**src/rtl/sync_fifo_pkg.sv**
```systemverilog
// Shared constants and elaboration helpers for the parametrised synchronous FIFO.
package sync_fifo_pkg;

    localparam int FWFT_OFF = 0;
    localparam int FWFT_ON  = 1;

    // Occupancy runs 0..depth inclusive, so it needs one bit more than the address.
    function automatic int count_width(input int addr_w);
        return addr_w + 1;
    endfunction

    function automatic bit thresholds_ok(input int addr_w, input int af_thresh, input int ae_thresh);
        int depth;
        depth = 1 << addr_w;
        return (af_thresh >= 1) && (af_thresh <= depth) &&
               (ae_thresh >= 0) && (ae_thresh <= depth - 1);
    endfunction

endpackage

```
**src/rtl/fifo_mem_2p.sv**
```systemverilog
// Simple dual-port register array: one synchronous write port, one asynchronous read port.
module fifo_mem_2p #(
    parameter int DATA_W = 4,
    parameter int ADDR_W = 4
) (
    input  logic              clk,
    input  logic              we,
    input  logic [ADDR_W-1:0] waddr,
    input  logic [DATA_W-1:0] wdata,
    input  logic [ADDR_W-1:0] raddr,
    output logic [DATA_W-1:0] rdata
);

    logic [DATA_W-1:0] mem [2**ADDR_W];

    always_ff @(posedge clk) begin
        if (we) begin
            mem[waddr] <= wdata;
        end
    end

    assign rdata = mem[raddr];

endmodule

```
**src/rtl/sync_fifo_param.sv**
```systemverilog
// Single-clock FIFO with occupancy count, programmable almost thresholds, sticky
// overflow/underflow flags and a choice of registered or first-word-fall-through read.
module sync_fifo_param
    import sync_fifo_pkg::*;
#(
    parameter int DATA_W    = 4,
    parameter int ADDR_W    = 4,
    parameter int AF_THRESH = 14,
    parameter int AE_THRESH = 2,
    parameter int FWFT      = FWFT_OFF
) (
    input  logic                            clk,
    input  logic                            rst_n,
    input  logic                            wr_en,
    input  logic [DATA_W-1:0]               wr_data,
    input  logic                            rd_en,
    output logic [DATA_W-1:0]               rd_data,
    output logic                            rd_valid,
    output logic                            full,
    output logic                            empty,
    output logic                            almost_full,
    output logic                            almost_empty,
    output logic [count_width(ADDR_W)-1:0]  count,
    output logic                            overflow,
    output logic                            underflow,
    input  logic                            clr_err
);

    localparam int              CW      = count_width(ADDR_W);
    localparam logic [CW-1:0]   DEPTH_C = CW'(1 << ADDR_W);
    localparam logic [CW-1:0]   AF_C    = CW'(AF_THRESH);
    localparam logic [CW-1:0]   AE_C    = CW'(AE_THRESH);

    if (!thresholds_ok(ADDR_W, AF_THRESH, AE_THRESH)) begin : g_bad_thresh
        $error("sync_fifo_param: AF_THRESH/AE_THRESH out of range for ADDR_W");
    end
    if ((FWFT != FWFT_OFF) && (FWFT != FWFT_ON)) begin : g_bad_mode
        $error("sync_fifo_param: FWFT must be 0 or 1");
    end

    logic [CW-1:0]     wr_ptr;
    logic [CW-1:0]     rd_ptr;
    logic [CW-1:0]     count_next;
    logic              acc_wr;
    logic              acc_rd;
    logic [DATA_W-1:0] head_data;

    // Accept decisions use the registered flags, so a full FIFO never passes a write through.
    assign acc_wr     = wr_en && !full;
    assign acc_rd     = rd_en && !empty;
    assign count_next = count + CW'(acc_wr) - CW'(acc_rd);

    fifo_mem_2p #(
        .DATA_W (DATA_W),
        .ADDR_W (ADDR_W)
    ) u_mem (
        .clk   (clk),
        .we    (acc_wr),
        .waddr (wr_ptr[ADDR_W-1:0]),
        .wdata (wr_data),
        .raddr (rd_ptr[ADDR_W-1:0]),
        .rdata (head_data)
    );

    always_ff @(posedge clk or negedge rst_n) begin
        if (!rst_n) begin
            wr_ptr       <= '0;
            rd_ptr       <= '0;
            count        <= '0;
            full         <= 1'b0;
            empty        <= 1'b1;
            almost_full  <= 1'b0;
            almost_empty <= 1'b1;
            overflow     <= 1'b0;
            underflow    <= 1'b0;
        end else begin
            if (acc_wr) begin
                wr_ptr <= wr_ptr + CW'(1);
            end
            if (acc_rd) begin
                rd_ptr <= rd_ptr + CW'(1);
            end
            count        <= count_next;
            full         <= (count_next == DEPTH_C);
            empty        <= (count_next == '0);
            almost_full  <= (count_next >= AF_C);
            almost_empty <= (count_next <= AE_C);

            // A fresh error in the same cycle as clr_err takes priority.
            if (wr_en && full) begin
                overflow <= 1'b1;
            end else if (clr_err) begin
                overflow <= 1'b0;
            end
            if (rd_en && empty) begin
                underflow <= 1'b1;
            end else if (clr_err) begin
                underflow <= 1'b0;
            end
        end
    end

    if (FWFT == FWFT_ON) begin : g_fwft
        assign rd_data  = head_data;
        assign rd_valid = !empty;
    end else begin : g_reg_read
        always_ff @(posedge clk or negedge rst_n) begin
            if (!rst_n) begin
                rd_data  <= '0;
                rd_valid <= 1'b0;
            end else begin
                rd_valid <= acc_rd;
                if (acc_rd) begin
                    rd_data <= head_data;
                end
            end
        end
    end

endmodule

```
**config.mk**
```make
export PLATFORM = sky130hd
export DESIGN_NAME = sync_fifo_param
export DESIGN_NICKNAME = d
export VERILOG_FILES = /design/src/rtl/sync_fifo_pkg.sv /design/src/rtl/fifo_mem_2p.sv /design/src/rtl/sync_fifo_param.sv
export SDC_FILE = /design/constraint.sdc
export NUM_CORES = 1
export LEC_CHECK = 0
export ABC_CLOCK_PERIOD_IN_PS = 2900
export CORE_MARGIN = 10
export CORE_UTILIZATION = 50
export DETAILED_ROUTE_END_ITERATION = 16
export PLACE_DENSITY = 0.69
export RECOVER_POWER = 100
export SYNTH_ARGS = -nofsm -noshare
export SYNTH_HDL_FRONTEND = slang
export SYNTH_SLANG_ARGS = --single-unit
```
**constraint.sdc**
```tcl
create_clock -name clk -period 2.9 [get_ports clk]
set_input_delay 0.58 -clock clk [delete_from_list [all_inputs] [get_ports clk]]
set_output_delay 0.58 -clock clk [all_outputs]
set_load 0.01 [all_outputs]
```
Word-level counts from Yosys, hierarchy flattened
Memories as Yosys holds them, arrays and structs flattened. A register that Yosys moved wholly into a read port is not among the register bits.
Cells that the tools add are included.
- flip-flop bits (word level): 22
- memory bits (writable): 64
- input bits: 9
- memories: 1
- $add $sub $neg: 4
- magnitude comparators: 2
- eq/ne operators: 1
- muxes and demuxes: 5
- reduce and logical (&&, ||, !) cells: 10
- memories (name ; depth ; bits a word ; read ports ; clocked after memory_dff ; write ports ; line ; RTL):
    u_mem.mem ; 16 ; 4 ; 1 ; 1 ; 1 ; fifo_mem_2p.sv:14 ; logic [DATA_W-1:0] mem [2**ADDR_W];
- operators by type and width (cell ; count):
    $add A5 B1 Y5 const B ; 2
    $add A5 B1 Y5 ; 1
    $eq A5 B5 Y1 const B ; 1
    $ge A5 B4 Y1 const B ; 1
    $le A5 B2 Y1 const B ; 1
    $logic_not A5 Y1 ; 1
    $mux W1 ; 5
    $sub A5 B1 Y5 ; 1
    $logic_and A1 B1 Y1 ; 4
    $reduce_bool A2 Y1 ; 2
    $logic_not A1 Y1 ; 3

Logic depth before layout (Yosys ltp)
Gate-level depths: netlist of run 1.
- depth in word-level cells: 5
- mapped depth: 12

Cells and area by module
Synthesis of run 1 repeated with hierarchy kept, for this count alone.
- cells, all modules: 203
- area total of the unflattened synthesis: 3629.7 sq um
- modules (own cells, without submodules) (module ; instances ; cells an instance ; area an instance (sq um) ; sequential area each (sq um)):
    fifo_mem_2p ; 1 ; 126 ; 2586.2 ; 1921.8
    sync_fifo_param ; 1 ; 77 ; 1043.5 ; 603.1

Least setup slack after synthesis of run 1
No wires, ideal clock.
- path type: register to register
- start point: register empty
- end point: register almost_empty
- library setup time: 105 ps
- data arrival time: 2613 ps
- required time: 2795 ps
- slack: 183 ps
- cell stages (with the launch flop): 13
- clock period less this slack: 2717 ps
- cells stage by stage: dfstp_2 -> nand2b_1 -> buf_2 -> inv_2 -> buf_2 -> ha_1 -> inv_1 -> ha_1 -> fa_1 -> a21o_1 -> a21oi_2 -> xnor2_2 -> a2111oi_2
- longest elaborated chain between the ends: 4
- ends and longest elaborated chain (element ; line ; RTL):
    start, declared ; sync_fifo_param.sv:20 ; output logic empty,
    start signal, assigned ; sync_fifo_param.sv:85 ; empty <= (count_next == '0);
    $logic_not A1 Y1 ; sync_fifo_param.sv:50 ; assign acc_rd = rd_en && !empty;
    $logic_and A1 B1 Y1 ; sync_fifo_param.sv:50 ;
    named net acc_rd ; sync_fifo_param.sv:45 ; logic acc_rd;
    $sub A5 B1 Y5 ; sync_fifo_param.sv:51 ; assign count_next = count + CW'(acc_wr) - CW'(acc_rd);
    named net count_next[4] ; sync_fifo_param.sv:43 ; logic [CW-1:0] count_next;
    $le A5 B2 Y1 ; sync_fifo_param.sv:87 ; almost_empty <= (count_next <= AE_C);
    end signal, assigned ; sync_fifo_param.sv:87 ;
    end, declared ; sync_fifo_param.sv:22 ; output logic almost_empty,
The timed path passes the listed nets, and every way through them passes these cells.
A chain may end at the register's enable or synchronous reset.

Worst setup path after layout of run 1
- start point: input wr_en
- end point: register almost_empty
- longest elaborated chain between the ends: 4
- ends and longest elaborated chain (element ; line ; RTL):
    start, declared ; sync_fifo_param.sv:14 ; input logic wr_en,
    $logic_and A1 B1 Y1 ; sync_fifo_param.sv:49 ; assign acc_wr = wr_en && !full;
    $add A5 B1 Y5 ; sync_fifo_param.sv:51 ;
    $sub A5 B1 Y5 ; sync_fifo_param.sv:51 ;
    named net count_next[4] ; sync_fifo_param.sv:43 ;
    $le A5 B2 Y1 ; sync_fifo_param.sv:87 ;
The timed path passes the listed nets, and every way through them passes these cells.

==> results of run 1 <==
kinds of logic (layout without fill, tap and decap cells):
group / after synthesis / in the layout / synth area share [%]
mux: 29 / 29 / 8.79
compound gates: 23 / 23 / 4.63
flops: 88 / 88 / 67.7
simple gates: 62 / 62 / 8.22
fa+ha+maj: 11 / 11 / 3.89
buf+inv: 24 / 60 / 3.99
xor+xnor: 10 / 10 / 2.75
power by group through the flow:
stage | combinational [mW] | clock [mW] | sequential (mW)
after floorplan | 1.31 | 0 | 1.80
after global placement | 1.72 | 0 | 1.88
after detailed placement | 1.74 | 0 | 1.90
after CTS | 1.75 | 0.989 | 1.87
after global routing | 1.82 | 1.05 | 1.89
final | 1.64 | 0.988 | 1.86
synth_stat cells, types with 2 or more instances:
master and count:
edfxtp_1 64, mux2i_1 26, dfrtp_1 22, nand2_1 20
nor2_1 13, ha_1 10, a22oi_1 9, inv_1 9
nand4_1 7, xnor2_1 7, buf_2 6, nand3_1 5
nor3_1 5, a21oi_1 4, nand2b_1 4, mux4_2 3
a21o_1 2, buf_12 2, clkbuf_1 2, dfstp_2 2
inv_2 2, nor2b_1 2, o21ai_0 2, xnor2_2 2
cell usage in the layout, fill, tap and decap left out, drive strengths merged, types with 2 or more instances in the layout:
master         synthesis  final
nand4                  7      7
clkdlybuf4s50          0      2
a21oi                  5      5
mux4                   3      3
nor2                  13     13
dlygate4sd3            0     22
o21ai                  3      3
mux2i                 26     26
dfstp                  2      2
bufinv                 0      3
a21o                   2      2
nand2                 20     20
edfxtp                64     64
nand2b                 5      5
xnor2                  9      9
ha                    10     10
dfrtp                 22     22
a22oi                  9      9
nor3                   5      5
nor2b                  2      2
nand3                  6      6
clkbuf                 2     19
inv                   11     11
worst max-delay path, cell delays in order:
cell and delay, ns:
clkdlybuf4s50_1 0.47, nor2b_1 0.19, inv_2 0.04, ha_1 0.26, inv_1 0.04, ha_1 0.20, fa_1 0.41, a21o_1 0.18
a21oi_2 0.17, xnor2_2 0.13, a2111oi_2 0.28
worst paths after layout:
kind                             from      endpoint  slack [ns]
setup reg to reg                empty  almost_empty        0.41
hold / removal             rd_data[3]    rd_data[3]        0.49
min in group asynchronous       rst_n      overflow        1.04
hold reg to reg            rd_data[3]    rd_data[3]        0.49
max in group asynchronous       rst_n     wr_ptr[2]        1.09
setup / recovery                wr_en  almost_empty        0.19
layout make-up:
class | count | share of cell area (%)
Sequential cell | 88 | 59.3
Tap cell | 99 | 2.91
Inverter | 11 | 0.969
Timing Repair Buffer | 34 | 6.61
Multi-Input combinational cell | 135 | 24.8
Clock inverter | 5 | 2.50
Clock buffer | 10 | 3.00
state kept, by name, indices dropped and copies added, names as in the netlist, 4 cells and up:
register   cells
count          5
rd_data        4
rd_ptr         4
u_mem.mem     64
wr_ptr         4
stage by stage:
step	cell area, sq um	hold slack (ns)	TNS (ns)	util, %	worst slack (ns)
floorplan	3730	0.284	0	-	0.183
global placement	4060	0.474	-0.395	56.0	-0.153
detailed placement	4060	0.478	-0.448	56.0	-0.167
CTS	4290	0.496	0	59.2	0.179
global route	4260	0.537	0	58.7	0.0250
finish	4260	0.491	0	58.7	0.194
metal layers:
metal  routed length, microns  vias to the layer above
met3                      468                       10
met4                       99                        0
met2                     3090                       67
met5                        0                        -
met1                     3350                     1022
li1                         -                      961
==> flow_summary.json, run 1 <==
{
  "die_y_microns": 106,
  "hp-class": "reg -> reg",
  "r2r_cells": 10,
  "rsz0062_at_grt": "false",
  "ys_seq_elements": 88,
  "synth_area_per_cell_sq_um": 15.1,
  "cts_num_sinks": 88,
  "min_period_over_period_pct": 93.3,
  "cts_hold_buf": 0,
  "switchingPower_mw": 1.55,
  "critPathKind": "in -> reg",
  "area_growth_pct": 14.3,
  "worstHoldPathCells": 2,
  "busiest_layer": "met2",
  "dieArea_sq_um": 11300,
  "use_met2_pct": 18.7,
  "synth_nets": 267,
  "layout.cells.non_filler": 382,
  "drc": 0,
  "yosysWarningCount": 0,
  "yosys.area.top_type": "edfxtp_1",
  "cts_max_path_buffers": 2,
  "firstDrtPassIters": 4,
  "cp_max_fo": 5,
  "peakVddDrop_v": 0.000390,
  "total_power_mw": 4.49,
  "layout.nets": 299,
  "via_count": 2060,
  "grt_pass1_wl_mm": 11.4,
  "pin_count": 25,
  "htreeDepth": 3,
  "nFillCells": 581,
  "fp-row-count": 31,
  "start_kind": "input pin",
  "cts_inserted_buffers": 9,
  "max-cap-violations": 0,
  "fp.dieW_microns": 106,
  "setup_viol": 0,
  "hold_viol": 0,
  "grt_start_max_net_pins": 25,
  "overflow": 0,
  "power.share.sequential_pct": 41.5,
  "gp_congestion": 0.856,
  "syn_area_sq_um": 3730,
  "grt_usage_pct": 12.9,
  "cts_setup_buffers": 0,
  "clk_pin_slew_ns": 0.08,
  "grt.met3_usage_pct": 3.20,
  "p_sw_share_pct": 34.6,
  "outcome": "complete, no violations",
  "synth.yosys.seq_area_share_pct": 67.7,
  "routed_wl_mm": 7.00,
  "endpoint_kind": "flop",
  "ys_async_sr_fraction_pct": 27.3,
  "dp_hpwl_mm": 4.80,
  "cts_tree": "built",
  "ant_nets": 0,
  "synth_edf_count": 64,
  "netlist_instances": 247,
  "drive_gt1_share_pct": 9.89,
  "cp.required_ns": 3.15,
  "netlist.area_leader.share_pct": 51.5,
  "insertion_delay_ns": 0.35,
  "post_cts_resize_count": 0,
  "finalCriticalPeriod_ns": 2.71,
  "antenna_found_initial": 0,
  "critPathArrivalTime_ns": 2.96,
  "slew_viol_final": 0,
  "ys_top_cells_by_area": "edfxtp_1 52%, dfrtp_1 15%, mux2i_1 7.0%, ha_1 3.4%, nand2_1 2.0%",
  "wl_per_cell_microns": 18.3,
  "drt_iter0_drc": 120,
  "start_util_pct": 51.4,
  "synth_ff_type": "edfxtp_1",
  "dpl.cell_count": 367,
  "diodes": 0,
  "vias_per_cell": 5.39,
  "skew_ns": 0.00986,
  "core_area_sq_um": 7250,
  "met1_usage_pct": 18.1,
  "io_buffers": 24,
  "internal_power_mw": 2.93,
  "p_per_area_nw_per_um2": 1050,
  "synth.distinct_cells": 41,
  "tightest_slew_ns": 1.30,
  "leakagePower_nw": 1.61,
  "multi_input_area_sq_um": 1050,
  "fmax_mhz": 370,
  "slew-limit-headroom_pct": 13.1,
  "clockPowerShare_pct": 22.0,
  "seq_area_sq_um": 2520,
  "grt_pass1_vias": 2109,
  "cts-root-buf": "clkbuf_8",
  "pwr-share-comb_pct": 36.5
}
Power figures use the tool's default switching activity.
==> run 2, diff against run 1 <==
Settings changed: CORE_MARGIN 10 to unset.
==> run 2 against run 1 <==
  * Worst hold slack worse by 0.018 ns
  * Sequential share of layout area fell by 0.57 points
  * Die area down 31%
  * Total power rose by 2.3%
  * Combinational power about the same
  * First-iteration DRC count is 11% higher
  * Register-to-register slack worse by 0.03 ns
==> flow_summary.json, run 2 (synthesis results as in run 1) <==
{
  "antenna_found_initial": 0,
  "cts_setup_buffers": 0,
  "post_cts_resize_count": 0,
  "cts_tree": "built",
  "fmax_mhz": 363,
  "cts-root-buf": "clkbuf_8",
  "cp_max_fo": 5,
  "max-cap-violations": 0,
  "grt_pass1_vias": 1967,
  "crit_slowest_cell": "dlygate4sd3_1",
  "overflow": 0,
  "worstHoldPathCells": 2,
  "die_y_microns": 88.4,
  "pwr-share-comb_pct": 35.7,
  "largest-register": "u_mem.mem",
  "skew_ns": 0.0110,
  "insertion_delay_ns": 0.35,
  "wl_per_cell_microns": 17.7,
  "via_count": 2010,
  "area_growth_pct": 15.4,
  "cts_inserted_buffers": 9,
  "cp.depth": 11,
  "grt_pass1_wl_mm": 10.5,
  "setup_viol": 0,
  "cts_num_sinks": 88,
  "cp.required_ns": 3.14,
  "final_area_sq_um": 4300,
  "final_cell_mix": "64 x edfxtp_1, 26 x mux2i_1, 22 x dfrtp_1, 22 x dlygate4sd3_1, 20 x nand2_1",
  "fp.dieW_microns": 88.4,
  "diodes": 0,
  "pin_count": 25,
  "peakVddDrop_v": 0.000660,
  "drc": 0,
  "htreeDepth": 3,
  "rsz0062_at_grt": "false",
  "slew-limit-headroom_pct": 14.2,
  "start_util_pct": 51.7,
  "drt_iter0_drc": 133,
  "power.share.sequential_pct": 40.4,
  "reg_top3": "u_mem.mem x64, count x5",
  "slew_viol_final": 0,
  "largest_reg_flops": 64,
  "tns_ns": 0,
  "firstDrtPassIters": 4,
  "outcome": "complete, no violations",
  "dieArea_sq_um": 7810,
  "layout.cells.non_filler": 384,
  "critPathKind": "in -> reg",
  "r2r_cells": 10,
  "tightest_slew_ns": 1.29,
  "endpoint_kind": "flop",
  "drive_gt1_share_pct": 11.2,
  "layout.nets": 300,
  "core_area_sq_um": 7210,
  "leakagePower_nw": 1.62,
  "cp_cell_sequence": "dlygate4sd3_1 > nand2b_1 > inv_2 > ha_1 > inv_1 > ha_1 > fa_1 > a21o_1 > a21oi_2 > xnor2_2 > a2111oi_2",
  "cts_hold_buf": 0,
  "io_buffers": 24,
  "switchingPower_mw": 1.55,
  "critical_path.top_delay_family": "adder cells",
  "fp-row-count": 31,
  "clockPowerShare_pct": 23.9,
  "ant_nets": 0,
  "final_common_cell": "edfxtp_1",
  "clk_pin_slew_ns": 0.09,
  "p_sw_share_pct": 33.8,
  "dpl.cell_count": 368,
  "internal_power_mw": 3.03,
  "hp-class": "reg -> reg",
  "critPathArrivalTime_ns": 3.00,
  "final_util_pct": 59.6,
  "cts_max_path_buffers": 2,
  "grt_usage_pct": 19.3,
  "vias_per_cell": 5.23,
  "hold_viol": 0,
  "min_period_over_period_pct": 94.9,
  "grt_start_max_net_pins": 25,
  "crit_buf_inv": 3,
  "gp_congestion": 0.820,
  "dpl-instance-area_sq_um": 4070,
  "p_per_area_nw_per_um2": 1070,
  "finalCriticalPeriod_ns": 2.75,
  "crit_top_cell": "ha_1",
  "start_kind": "input pin",
  "slowest_delay_ns": 0.55,
  "dp_hpwl_mm": 4.67,
  "routed_wl_mm": 6.79
}
-- run 2: tightest hold or removal path, cell delays in order, from the launching register on --
cell and delay (ns):
dfrtp_1 0.34, nand2_1 0.05, nand3_1 0.05
-- run 2: metal layers --
metal	global-route usage [%]	routed length (microns)
met1	27.2	3240
met4	5.28	36
met3	5.32	333
met2	29.9	3180
met5	0	0
-- run 2: power groups by stage --
stage	clock (mW)	combinational [mW]	sequential [mW]
final	1.10	1.64	1.85
after global routing	1.17	1.81	1.89
after CTS	1.11	1.74	1.86
after detailed placement	0	1.73	1.89
after global placement	0	1.71	1.88
after floorplan	0	1.31	1.80
-- run 2: path summary, 6_finish.rpt --
path / from / slack, ns / endpoint
min: rd_data[2] / 0.47 / rd_data[2]
min in group asynchronous: rst_n / 1.03 / rd_ptr[1]
min reg2reg: rd_data[2] / 0.47 / rd_data[2]
max in group asynchronous: rst_n / 1.11 / wr_ptr[0]
max reg2reg: empty / 0.38 / almost_empty
max: rd_en / 0.15 / almost_empty
-- run 2: final cells by class --
type                    instances  area (sq um)
multi-input cells             135          1050
clock inverters                 7           144
inverters                      11          41.3
fillers                       562          2910
flip-flops and latches         88          2520
repair buffers                 35           289
clock buffers                   9           124
well taps                      99           124
-- run 2: per-stage QoR --
step	hold slack (ns)	setup WS (ns)	total power [mW]
floorplan	0.284	0.183	3.11
global placement	0.465	-0.169	3.59
detailed placement	0.465	-0.234	3.62
CTS	0.485	0.145	4.72
global route	0.499	0.0136	4.87
finish	0.473	0.147	4.59
==> run 3, diff against run 2 <==
Settings changed: GPL_ROUTABILITY_DRIVEN set to 0.
==> results of run 3 <==
Final layout, timing and power as in run 2 (identical DEF).
